--- src/rtl/cpu_ctrl_pkg.sv ---
// Shared constants for the CPU control path: control-word bit positions,
// opcodes and the T-state encoding used by the sequencer and its counter.
package cpu_ctrl_pkg;

  localparam int HLT_B = 15;
  localparam int MI_B  = 14;
  localparam int RI_B  = 13;
  localparam int RO_B  = 12;
  localparam int IO_B  = 11;
  localparam int II_B  = 10;
  localparam int AI_B  = 9;
  localparam int AO_B  = 8;
  localparam int EO_B  = 7;
  localparam int SU_B  = 6;
  localparam int BI_B  = 5;
  localparam int OI_B  = 4;
  localparam int CE_B  = 3;
  localparam int CO_B  = 2;
  localparam int J_B   = 1;
  localparam int FI_B  = 0;

  localparam logic [3:0] OP_NOP = 4'h0;
  localparam logic [3:0] OP_LDA = 4'h1;
  localparam logic [3:0] OP_ADD = 4'h2;
  localparam logic [3:0] OP_SUB = 4'h3;
  localparam logic [3:0] OP_STA = 4'h4;
  localparam logic [3:0] OP_LDI = 4'h5;
  localparam logic [3:0] OP_JMP = 4'h6;
  localparam logic [3:0] OP_JC  = 4'h7;
  localparam logic [3:0] OP_JZ  = 4'h8;
  localparam logic [3:0] OP_OUT = 4'hE;
  localparam logic [3:0] OP_HLT = 4'hF;

  typedef enum logic [2:0] {
    T0 = 3'd0,
    T1 = 3'd1,
    T2 = 3'd2,
    T3 = 3'd3,
    T4 = 3'd4
  } t_state_e;

  localparam logic [2:0] T_LAST = 3'd4;

  // Single-bit mask of a 16-bit control word, used to compose decode entries.
  function automatic logic [15:0] cw_bit(input int idx);
    cw_bit = 16'(1) << idx;
  endfunction

endpackage

--- src/rtl/tstate_counter.sv ---
// Mod-5 T-state step counter; holds its value while hold is asserted.
module tstate_counter
  import cpu_ctrl_pkg::*;
(
  input  logic     clk,
  input  logic     clr,
  input  logic     hold,
  output t_state_e t_state
);

  t_state_e t_state_q;
  t_state_e t_state_d;

  always_comb begin
    t_state_d = t_state_q;
    if (!hold) begin
      if (t_state_q == t_state_e'(T_LAST)) begin
        t_state_d = T0;
      end else begin
        t_state_d = t_state_e'(3'(t_state_q + 3'd1));
      end
    end
  end

  always_ff @(posedge clk) begin
    if (clr) begin
      t_state_q <= T0;
    end else begin
      t_state_q <= t_state_d;
    end
  end

  assign t_state = t_state_q;

endmodule

--- src/rtl/ctrl_sequencer.sv ---
// Micro-sequencer: steps T0..T4 and decodes the IR opcode into the control word.
// Conditional jumps (JC/JZ) are decoded only when CTRL_COND_JUMP_EN is defined.
module ctrl_sequencer
  import cpu_ctrl_pkg::*;
#(
  parameter int OP_W = 4,
  parameter int CW_W = 16
) (
  input  logic            clk,
  input  logic            clr,
  input  logic [OP_W-1:0] ir_opcode,
  input  logic            carry_flag,
  input  logic            zero_flag,
  output logic [CW_W-1:0] ctrl_word,
  output logic [2:0]      t_state,
  output logic            halted
);

  localparam logic [15:0] CW_FETCH0 = cw_bit(CO_B) | cw_bit(MI_B);
  localparam logic [15:0] CW_FETCH1 = cw_bit(RO_B) | cw_bit(II_B) | cw_bit(CE_B);
  localparam logic [15:0] CW_ADDR   = cw_bit(IO_B) | cw_bit(MI_B);
  localparam logic [15:0] CW_JUMP   = cw_bit(IO_B) | cw_bit(J_B);
  localparam logic [15:0] CW_ALU    = cw_bit(EO_B) | cw_bit(AI_B) | cw_bit(FI_B);

  t_state_e         t_state_cur;
  logic             halted_q;
  logic             halted_d;
  logic             hlt_entry;
  logic             hold;
  logic [CW_W-1:0]  cw_dec;

`ifndef CTRL_COND_JUMP_EN
  logic unused_flags;
  assign unused_flags = carry_flag ^ zero_flag;
`endif

  // HLT at T2 must also freeze the counter on the same edge that sets halted.
  assign hlt_entry = (t_state_cur == T2) && (ir_opcode == OP_W'(OP_HLT)) && !halted_q;
  assign hold      = halted_q | hlt_entry;
  assign halted_d  = halted_q | hlt_entry;

  tstate_counter u_tstate_counter (
    .clk     (clk),
    .clr     (clr),
    .hold    (hold),
    .t_state (t_state_cur)
  );

  always_ff @(posedge clk) begin
    if (clr) begin
      halted_q <= 1'b0;
    end else begin
      halted_q <= halted_d;
    end
  end

  always_comb begin
    cw_dec = '0;
    if (clr) begin
      cw_dec = '0;
    end else if (halted_q) begin
      cw_dec = CW_W'(cw_bit(HLT_B));
    end else if (t_state_cur == T0) begin
      cw_dec = CW_W'(CW_FETCH0);
    end else if (t_state_cur == T1) begin
      cw_dec = CW_W'(CW_FETCH1);
    end else begin
      // Execute steps; anything not listed stays at zero.
      case (ir_opcode)
        OP_W'(OP_LDA): begin
          if (t_state_cur == T2) cw_dec = CW_W'(CW_ADDR);
          if (t_state_cur == T3) cw_dec = CW_W'(cw_bit(RO_B) | cw_bit(AI_B));
        end
        OP_W'(OP_ADD), OP_W'(OP_SUB): begin
          if (t_state_cur == T2) cw_dec = CW_W'(CW_ADDR);
          if (t_state_cur == T3) cw_dec = CW_W'(cw_bit(RO_B) | cw_bit(BI_B));
          if (t_state_cur == T4) begin
            cw_dec = (ir_opcode == OP_W'(OP_SUB)) ? CW_W'(CW_ALU | cw_bit(SU_B))
                                                  : CW_W'(CW_ALU);
          end
        end
        OP_W'(OP_STA): begin
          if (t_state_cur == T2) cw_dec = CW_W'(CW_ADDR);
          if (t_state_cur == T3) cw_dec = CW_W'(cw_bit(AO_B) | cw_bit(RI_B));
        end
        OP_W'(OP_LDI): begin
          if (t_state_cur == T2) cw_dec = CW_W'(cw_bit(IO_B) | cw_bit(AI_B));
        end
        OP_W'(OP_JMP): begin
          if (t_state_cur == T2) cw_dec = CW_W'(CW_JUMP);
        end
`ifdef CTRL_COND_JUMP_EN
        OP_W'(OP_JC): begin
          if (t_state_cur == T2 && carry_flag) cw_dec = CW_W'(CW_JUMP);
        end
        OP_W'(OP_JZ): begin
          if (t_state_cur == T2 && zero_flag) cw_dec = CW_W'(CW_JUMP);
        end
`endif
        OP_W'(OP_OUT): begin
          if (t_state_cur == T2) cw_dec = CW_W'(cw_bit(AO_B) | cw_bit(OI_B));
        end
        OP_W'(OP_HLT): begin
          if (t_state_cur == T2) cw_dec = CW_W'(cw_bit(HLT_B));
        end
        default: cw_dec = '0;
      endcase
    end
  end

  assign ctrl_word = cw_dec;
  assign t_state   = t_state_cur;
  assign halted    = halted_q;

endmodule

--- config.mk ---
export PLATFORM = sky130hd
export DESIGN_NAME = ctrl_sequencer
export DESIGN_NICKNAME = d
export VERILOG_FILES = /design/src/rtl/cpu_ctrl_pkg.sv /design/src/rtl/tstate_counter.sv /design/src/rtl/ctrl_sequencer.sv
export SDC_FILE = /design/constraint.sdc
export NUM_CORES = 1
export LEC_CHECK = 0
export ABC_AREA = 1
export BUFFER_PORTS_ARGS = -buffer_cell sky130_fd_sc_hd__buf_4
export CORE_AREA = 2 2 39 41
export DETAILED_ROUTE_END_ITERATION = 10
export DIE_AREA = 0 0 41 43
export PLACE_DENSITY_LB_ADDON = 0.25
export SLEW_MARGIN = 20
export SYNTH_ARGS = -nofsm -noshare
export SYNTH_HDL_FRONTEND = slang
export SYNTH_SLANG_ARGS = --single-unit
--- constraint.sdc ---
create_clock -name clk -period 2.1 [get_ports clk]
set_input_delay 0.315 -clock clk [delete_from_list [all_inputs] [get_ports clk]]
set_output_delay 0.315 -clock clk [all_outputs]
set_load 0.01 [all_outputs]
==> reports/summary.txt, run 1 <==
Post-Route WL - 1450 um
max-cap violations - 0
RSZ-0062 raised after global routing - false
DRT antenna net count - 0
Synthesis Warnings - 0
die area - 1760 sq um
Syn Inst Count - 107
initial core utilization - 42.6%
Req. time, crit path - 1.78 ns
Comb pwr share - 48.6%
Critical Path End Type - output pin
vias in the first global route - 582
actual slew at the worst max-slew pin - 0.234 ns
commonest non-fill, non-tap cell in the layout - buf_4
fin area - 808 sq um
sequential share of the synthesized area - 13.6%
Final Hold Viols - 0
layout cells sized above 1 - 36.8%
CTS tree - done
sw power - 149 uW
largest net degree at the start of global routing - 7
period utilization - 91.6%
drt pass-1 iters - 4
nets - 148
DR DRC count - 0
Root Driver - clkbuf_4
internal power - 222 uW
Die Y - 43 um
port buffer count - 25
Reg clk slew, reported paths - 0.04 ns
H-tree Lvls - 1
final setup fails - 0
Cell Rows - 14
GRT Total Usage - 18.8%
Critical Path Source Type - register
power share of the clock group - 25.2%
outcome - finished, final reports clean
vias after detailed routing - 716
worst vdd rail ir drop - 398 uV
Initial DRC Count - 4
Synth cell types - 17
Leak Pwr - 0.465 nW
Max Clock Skew - 0.00129 ns
clock sinks - 4
Max Freq - 0.520 GHz
Rel. slew slack - 84.3%
drt via density - 4.81
WS Path Type - register to output pin
Core Region - 1380 sq um
most area-consuming cells after synthesis - nor2_1 15%, dfxtp_1 14%, nand2_1 13%, ha_1 11%, nand3_1 9.3%
setup total negative slack - 0 ns
synthesized flop and latch total - 4
Placer Congestion - 0.826
Ant. Diodes - 0
Worst EP arrival - 1.61 ns
net count after synthesis - 120
Die X - 41 um
max-slew violations - 0
switch share - 40.2%
Area growth syn-to-layout - 37.2%
GRT overflow - 0
Area after DPL - 782 sq um
DP Wirelength - 1240 um
per-cell routed wire length - 9.72 um
Mean Syn Cell Area - 5.51 sq um
initial antenna violation count - 0
Yosys top cell by area - nor2_1
clk buf depth - 2
Synth Cell Area - 589 sq um
PD cells - 459 nW/um^2
Synth top area share - 15.3%
first-pass GRT wire length - 2250 um
worst hold path type - input port to register
Inserted Clock Buffers - 3
fin crit period - 1.92 ns
Post-CTS Setup Bufs - 0
most frequent cells in the layout - 25 x buf_4, 23 x nor2_1, 21 x nand2_1, 13 x inv_1, 11 x nand3_1
proportion of power drawn by flip-flops and latches - 26.1%
Crit Path Max Fanout - 5
later-pin clock latency in the skew report - 0.23 ns
io pins - 28
[path summary, 6_finish.rpt]
| check | slack [ns] | depth (start not counted) | from | end |
|---|---|---|---|---|
| min | 0.29 | 2 | clr | halted$_SDFF_PP0_ |
| min reg2reg | 0.51 | 2 | u_tstate_counter.t_state[1]$_SDFFE_PP0N_ | u_tstate_counter.t_state[1]$_SDFFE_PP0N_ |
| max reg2reg | 0.77 | 9 | u_tstate_counter.t_state[0]$_SDFFE_PP0N_ | u_tstate_counter.t_state[1]$_SDFFE_PP0N_ |
| max | 0.18 | 9 | u_tstate_counter.t_state[0]$_SDFFE_PP0N_ | ctrl_word[9] |
[logic make-up after synthesis]
logic type / synth area share [%]
buf+inv: 15.3
simple gates: 57.5
fa+ha+maj: 10.6
compound gates: 2.97
flops: 13.6
[Yosys cell counts]
master	instances
a21oi_1	1
a31oi_1	1
buf_4	2
dfxtp_1	4
ha_1	5
inv_1	13
inv_2	7
nand2_1	21
nand2_2	5
nand2_4	2
nand3_1	11
nand4_1	3
nor2_1	24
nor2_2	5
nor3_1	1
nor4_1	1
o22ai_1	1
[per-stage QoR]
| step | power (mW) | std cells | hold slack (ns) | setup slack [ns] | util (%) |
|---|---|---|---|---|---|
| finish | 0.371 | 149 | 0.289 | 0.177 | 58.4 |
| global route | 0.404 | 149 | 0.285 | 0.00310 | 58.4 |
| CTS | 0.377 | 149 | 0.281 | 0.0850 | 58.1 |
| detailed placement | 0.278 | 146 | 0.530 | 0.343 | 56.5 |
| global placement | 0.274 | 146 | 0.518 | 0.391 | 56.5 |
| floorplan | 0.216 | 107 | 0.387 | 0.313 | - |
[final cells by class]
| class | instances | area, sq um |
|---|---|---|
| fill | 157 | 576 |
| timing repair buffer | 25 | 188 |
| tap | 16 | 20.0 |
| sequential | 4 | 81.3 |
| clock buffer | 3 | 22.5 |
| multi-input combinational | 81 | 422 |
| inverter | 20 | 75.1 |
[critical path, stage by stage (launching register included)]
cell and delay [ns]:
dfxtp_1 0.39, inv_1 0.10, ha_1 0.25, nand2_1 0.09, inv_1 0.07, nand2_1 0.15, nand2_1 0.06, nor2_1 0.08
nor2_1 0.05, buf_4 0.13
[power groups by stage]
stage | Combinational [mW] | Sequential, mW | Clock [mW]
after global routing | 0.201 | 0.0986 | 0.105
final | 0.180 | 0.0969 | 0.0936
after detailed placement | 0.181 | 0.0970 | 0
after CTS | 0.181 | 0.0960 | 0.0995
after global placement | 0.178 | 0.0964 | 0
after floorplan | 0.117 | 0.0993 | 0
[flip-flops by register name, summed over array words and instances, names as in the netlist]
name	cells
u_tstate_counter.t_state	3
halted	1
[per-layer routing]
layer | track usage [%] | part of all wire [%] | up-vias
met5 | 0 | 0 | -
met4 | 12.0 | 1.3 | 0
met3 | 3.14 | 5.9 | 2
met2 | 27.8 | 48 | 25
met1 | 23.7 | 45 | 305
li1 | - | - | 384
[timing repair]
| item | CTS | global route |
|---|---|---|
| hold buffers | 0 | 0 |
| endpoints found under the setup margin | 0 | 5 |
| gates resized for setup | 0 | 2 |
Power figures use the tool's default switching activity.
==> inputs of run 2 (changes only) <==
--- a/config.mk
+++ b/config.mk
@@ -7,11 +7,10 @@
 export LEC_CHECK = 0
 export ABC_AREA = 1
 export BUFFER_PORTS_ARGS = -buffer_cell sky130_fd_sc_hd__buf_4
-export CORE_AREA = 2 2 39 41
+export CORE_UTILIZATION = 24
 export DETAILED_ROUTE_END_ITERATION = 10
-export DIE_AREA = 0 0 41 43
 export PLACE_DENSITY_LB_ADDON = 0.25
-export SLEW_MARGIN = 20
+export SLEW_MARGIN = 25
 export SYNTH_ARGS = -nofsm -noshare
 export SYNTH_HDL_FRONTEND = slang
 export SYNTH_SLANG_ARGS = --single-unit
==> run 2 against run 1 <==
Sequential share of layout area hardly changed. Combinational power hardly changed. Cell area is 1.7% higher. Clock power is 2% lower. Clock-buffer cell count stayed put. Power is 0.28% lower.
==> reports/summary.txt, run 2 (synthesis results as in run 1) <==
Final Hold Viols - 0 (unchanged)
later-pin clock latency in the skew report - 0.23 ns (about the same)
first-pass GRT wire length - 2410 um (was 2250 um)
max-cap violations - 0 (unchanged)
io pins - 28 (unchanged)
Placer Congestion - 0.873 (was 0.826)
Reg clk slew, reported paths - 0.03 ns (was 0.04 ns)
initial antenna violation count - 0 (unchanged)
DRT antenna net count - 0 (unchanged)
Die Y - 51.6 um (was 43 um)
Ant. Diodes - 0 (unchanged)
RSZ-0062 raised after global routing - false (unchanged)
fillers - 268 (was 157)
DR DRC count - 0 (unchanged)
fin crit period - 1.94 ns (was 1.92 ns)
Req. time, crit path - 1.78 ns (about the same)
largest net degree at the start of global routing - 7 (unchanged)
initial core utilization - 26.1% (was 42.6%)
internal power - 222 uW (about the same)
Leak Pwr - 0.465 nW (about the same)
vias in the first global route - 629 (was 582)
Die X - 51.6 um (was 41 um)
power share of the clock group - 24.8% (was 25.2%)
worst hold path type - input port to register (unchanged)
Worst EP arrival - 1.62 ns (was 1.61 ns)
Seq. cell area - 82.6 sq um (was 81.3 sq um)
Critical Path Source Type - register (unchanged)
WS Path Type - register to output pin (unchanged)
Inserted Clock Buffers - 3 (unchanged)
setup total negative slack - 0 ns (unchanged)
final setup fails - 0 (unchanged)
proportion of power drawn by flip-flops and latches - 26.4% (was 26.1%)
Max Clock Skew - 0.000948 ns (was 0.00129 ns)
clock sinks - 4 (unchanged)
Area growth syn-to-layout - 39.5% (was 37.2%)
drt pass-1 iters - 4 (unchanged)
Root Driver - clkbuf_4 (unchanged)
H-tree Lvls - 1 (unchanged)
Max Freq - 0.516 GHz (was 0.520 GHz)
outcome - finished, final reports clean (unchanged)
die area - 2660 sq um (was 1760 sq um)
Critical Path End Type - output pin (unchanged)
fin cells - 161 (was 149)
footprint of the multi-input gates - 419 sq um (was 422 sq um)
most frequent cells in the layout - 25 x buf_4, 24 x nor2_1, 21 x nand2_1, 13 x inv_1, 11 x nand3_1 (was 25 x buf_4, 23 x nor2_1, 21 x nand2_1, 13 x inv_1, 11 x nand3_1)
nets - 148 (unchanged)
PD cells - 450 nW/um^2 (was 459 nW/um^2)
sw power - 147 uW (was 149 uW)
layout cells sized above 1 - 36.8% (unchanged)
actual slew at the worst max-slew pin - 0.231 ns (was 0.234 ns)
clk buf depth - 2 (unchanged)
GRT overflow - 0 (unchanged)
switch share - 39.9% (was 40.2%)
DP Wirelength - 1330 um (was 1240 um)
Post-Route WL - 1520 um (was 1450 um)
period utilization - 92.3% (was 91.6%)
Cell Rows - 17 (was 14)
worst vdd rail ir drop - 354 uV (was 398 uV)
Core Region - 2250 sq um (was 1380 sq um)
drt via density - 4.47 (was 4.81)
commonest non-fill, non-tap cell in the layout - buf_4 (unchanged)
per-cell routed wire length - 9.43 um (was 9.72 um)
max-slew violations - 0 (unchanged)
Initial DRC Count - 14 (was 4)
Placed Cells - 158 (was 146)
Rel. slew slack - 84.5% (was 84.3%)
CTS tree - done (unchanged)
max FFs per register - 3 (unchanged)
Crit Path Max Fanout - 5 (unchanged)
GRT Total Usage - 11.9% (was 18.8%)
port buffer count - 25 (unchanged)
Comb pwr share - 48.8% (was 48.6%)
vias after detailed routing - 720 (was 716)
run 2: cell types whose count changed in the layout (fill, tap and decap cells not counted):
| cell | previous run | this run |
|---|---|---|
| dfxtp_2 | 1 | 2 |
| nor2_1 | 23 | 24 |
| nor2_2 | 6 | 5 |
| dfxtp_1 | 3 | 2 |
run 2: power by group through the flow:
stage / sequential [mW] / clock, mW / combinational, mW
after floorplan: 0.0993 / 0 / 0.117
after global placement: 0.0969 / 0 / 0.180
after detailed placement: 0.0972 / 0 / 0.181
after CTS: 0.0962 / 0.0964 / 0.181
after global routing: 0.0990 / 0.0995 / 0.202
final: 0.0976 / 0.0918 / 0.180
run 2: layer usage:
layer,up-vias,share of wire (%),global-route usage [%]
met4,0,0,4.05
met3,0,5.8,2.63
met2,29,49,22.3
met5,-,0,0
li1,382,-,-
met1,309,45,13.1
run 2: worst paths after layout:
kind	startpoint	to	slack, ns	cells after the start
setup / recovery	u_tstate_counter.t_state[1]$_SDFFE_PP0N_	ctrl_word[7]	0.16	10
hold / removal	clr	halted$_SDFF_PP0_	0.29	2
setup reg to reg	u_tstate_counter.t_state[0]$_SDFFE_PP0N_	u_tstate_counter.t_state[1]$_SDFFE_PP0N_	0.81	9
hold reg to reg	u_tstate_counter.t_state[0]$_SDFFE_PP0N_	u_tstate_counter.t_state[0]$_SDFFE_PP0N_	0.50	2
run 2: per-stage QoR:
| stage | hold slack [ns] | util [%] | worst slack (ns) | area (sq um) | power, mW |
|---|---|---|---|---|---|
| after floorplan | 0.387 | - | 0.313 | 589 | 0.216 |
| after global routing | 0.291 | 36.5 | 0.0133 | 822 | 0.401 |
| after CTS | 0.283 | 36.3 | 0.0953 | 820 | 0.374 |
| after detailed placement | 0.522 | 35.3 | 0.354 | 797 | 0.278 |
| after global placement | 0.518 | 35.3 | 0.378 | 797 | 0.277 |
| final | 0.289 | 36.5 | 0.162 | 822 | 0.370 |
run 2: area by class of cell:
| type | instances | share of cell area [%] |
|---|---|---|
| Clock buffer | 3 | 2.74 |
| Inverter | 20 | 9.13 |
| Multi-Input combinational cell | 81 | 51.0 |
| Sequential cell | 4 | 10.0 |
| Tap cell | 28 | 4.26 |
| Timing Repair Buffer | 25 | 22.8 |
run 2: timing repair:
item,4_1_cts,5_1_grt
setup buffers,0,0
hold buffers,0,0
gates resized for setup,0,2
endpoints found under the setup margin,0,3
run 2: critical path: stages, from the launching register on:
cell     delay [ns]
dfxtp_2        0.35
inv_1          0.06
ha_1           0.17
inv_1          0.08
nor2_1         0.06
inv_2          0.10
nand2_1        0.07
nor2_1         0.11
nand2_2        0.11
nor2_1         0.14
buf_4          0.14
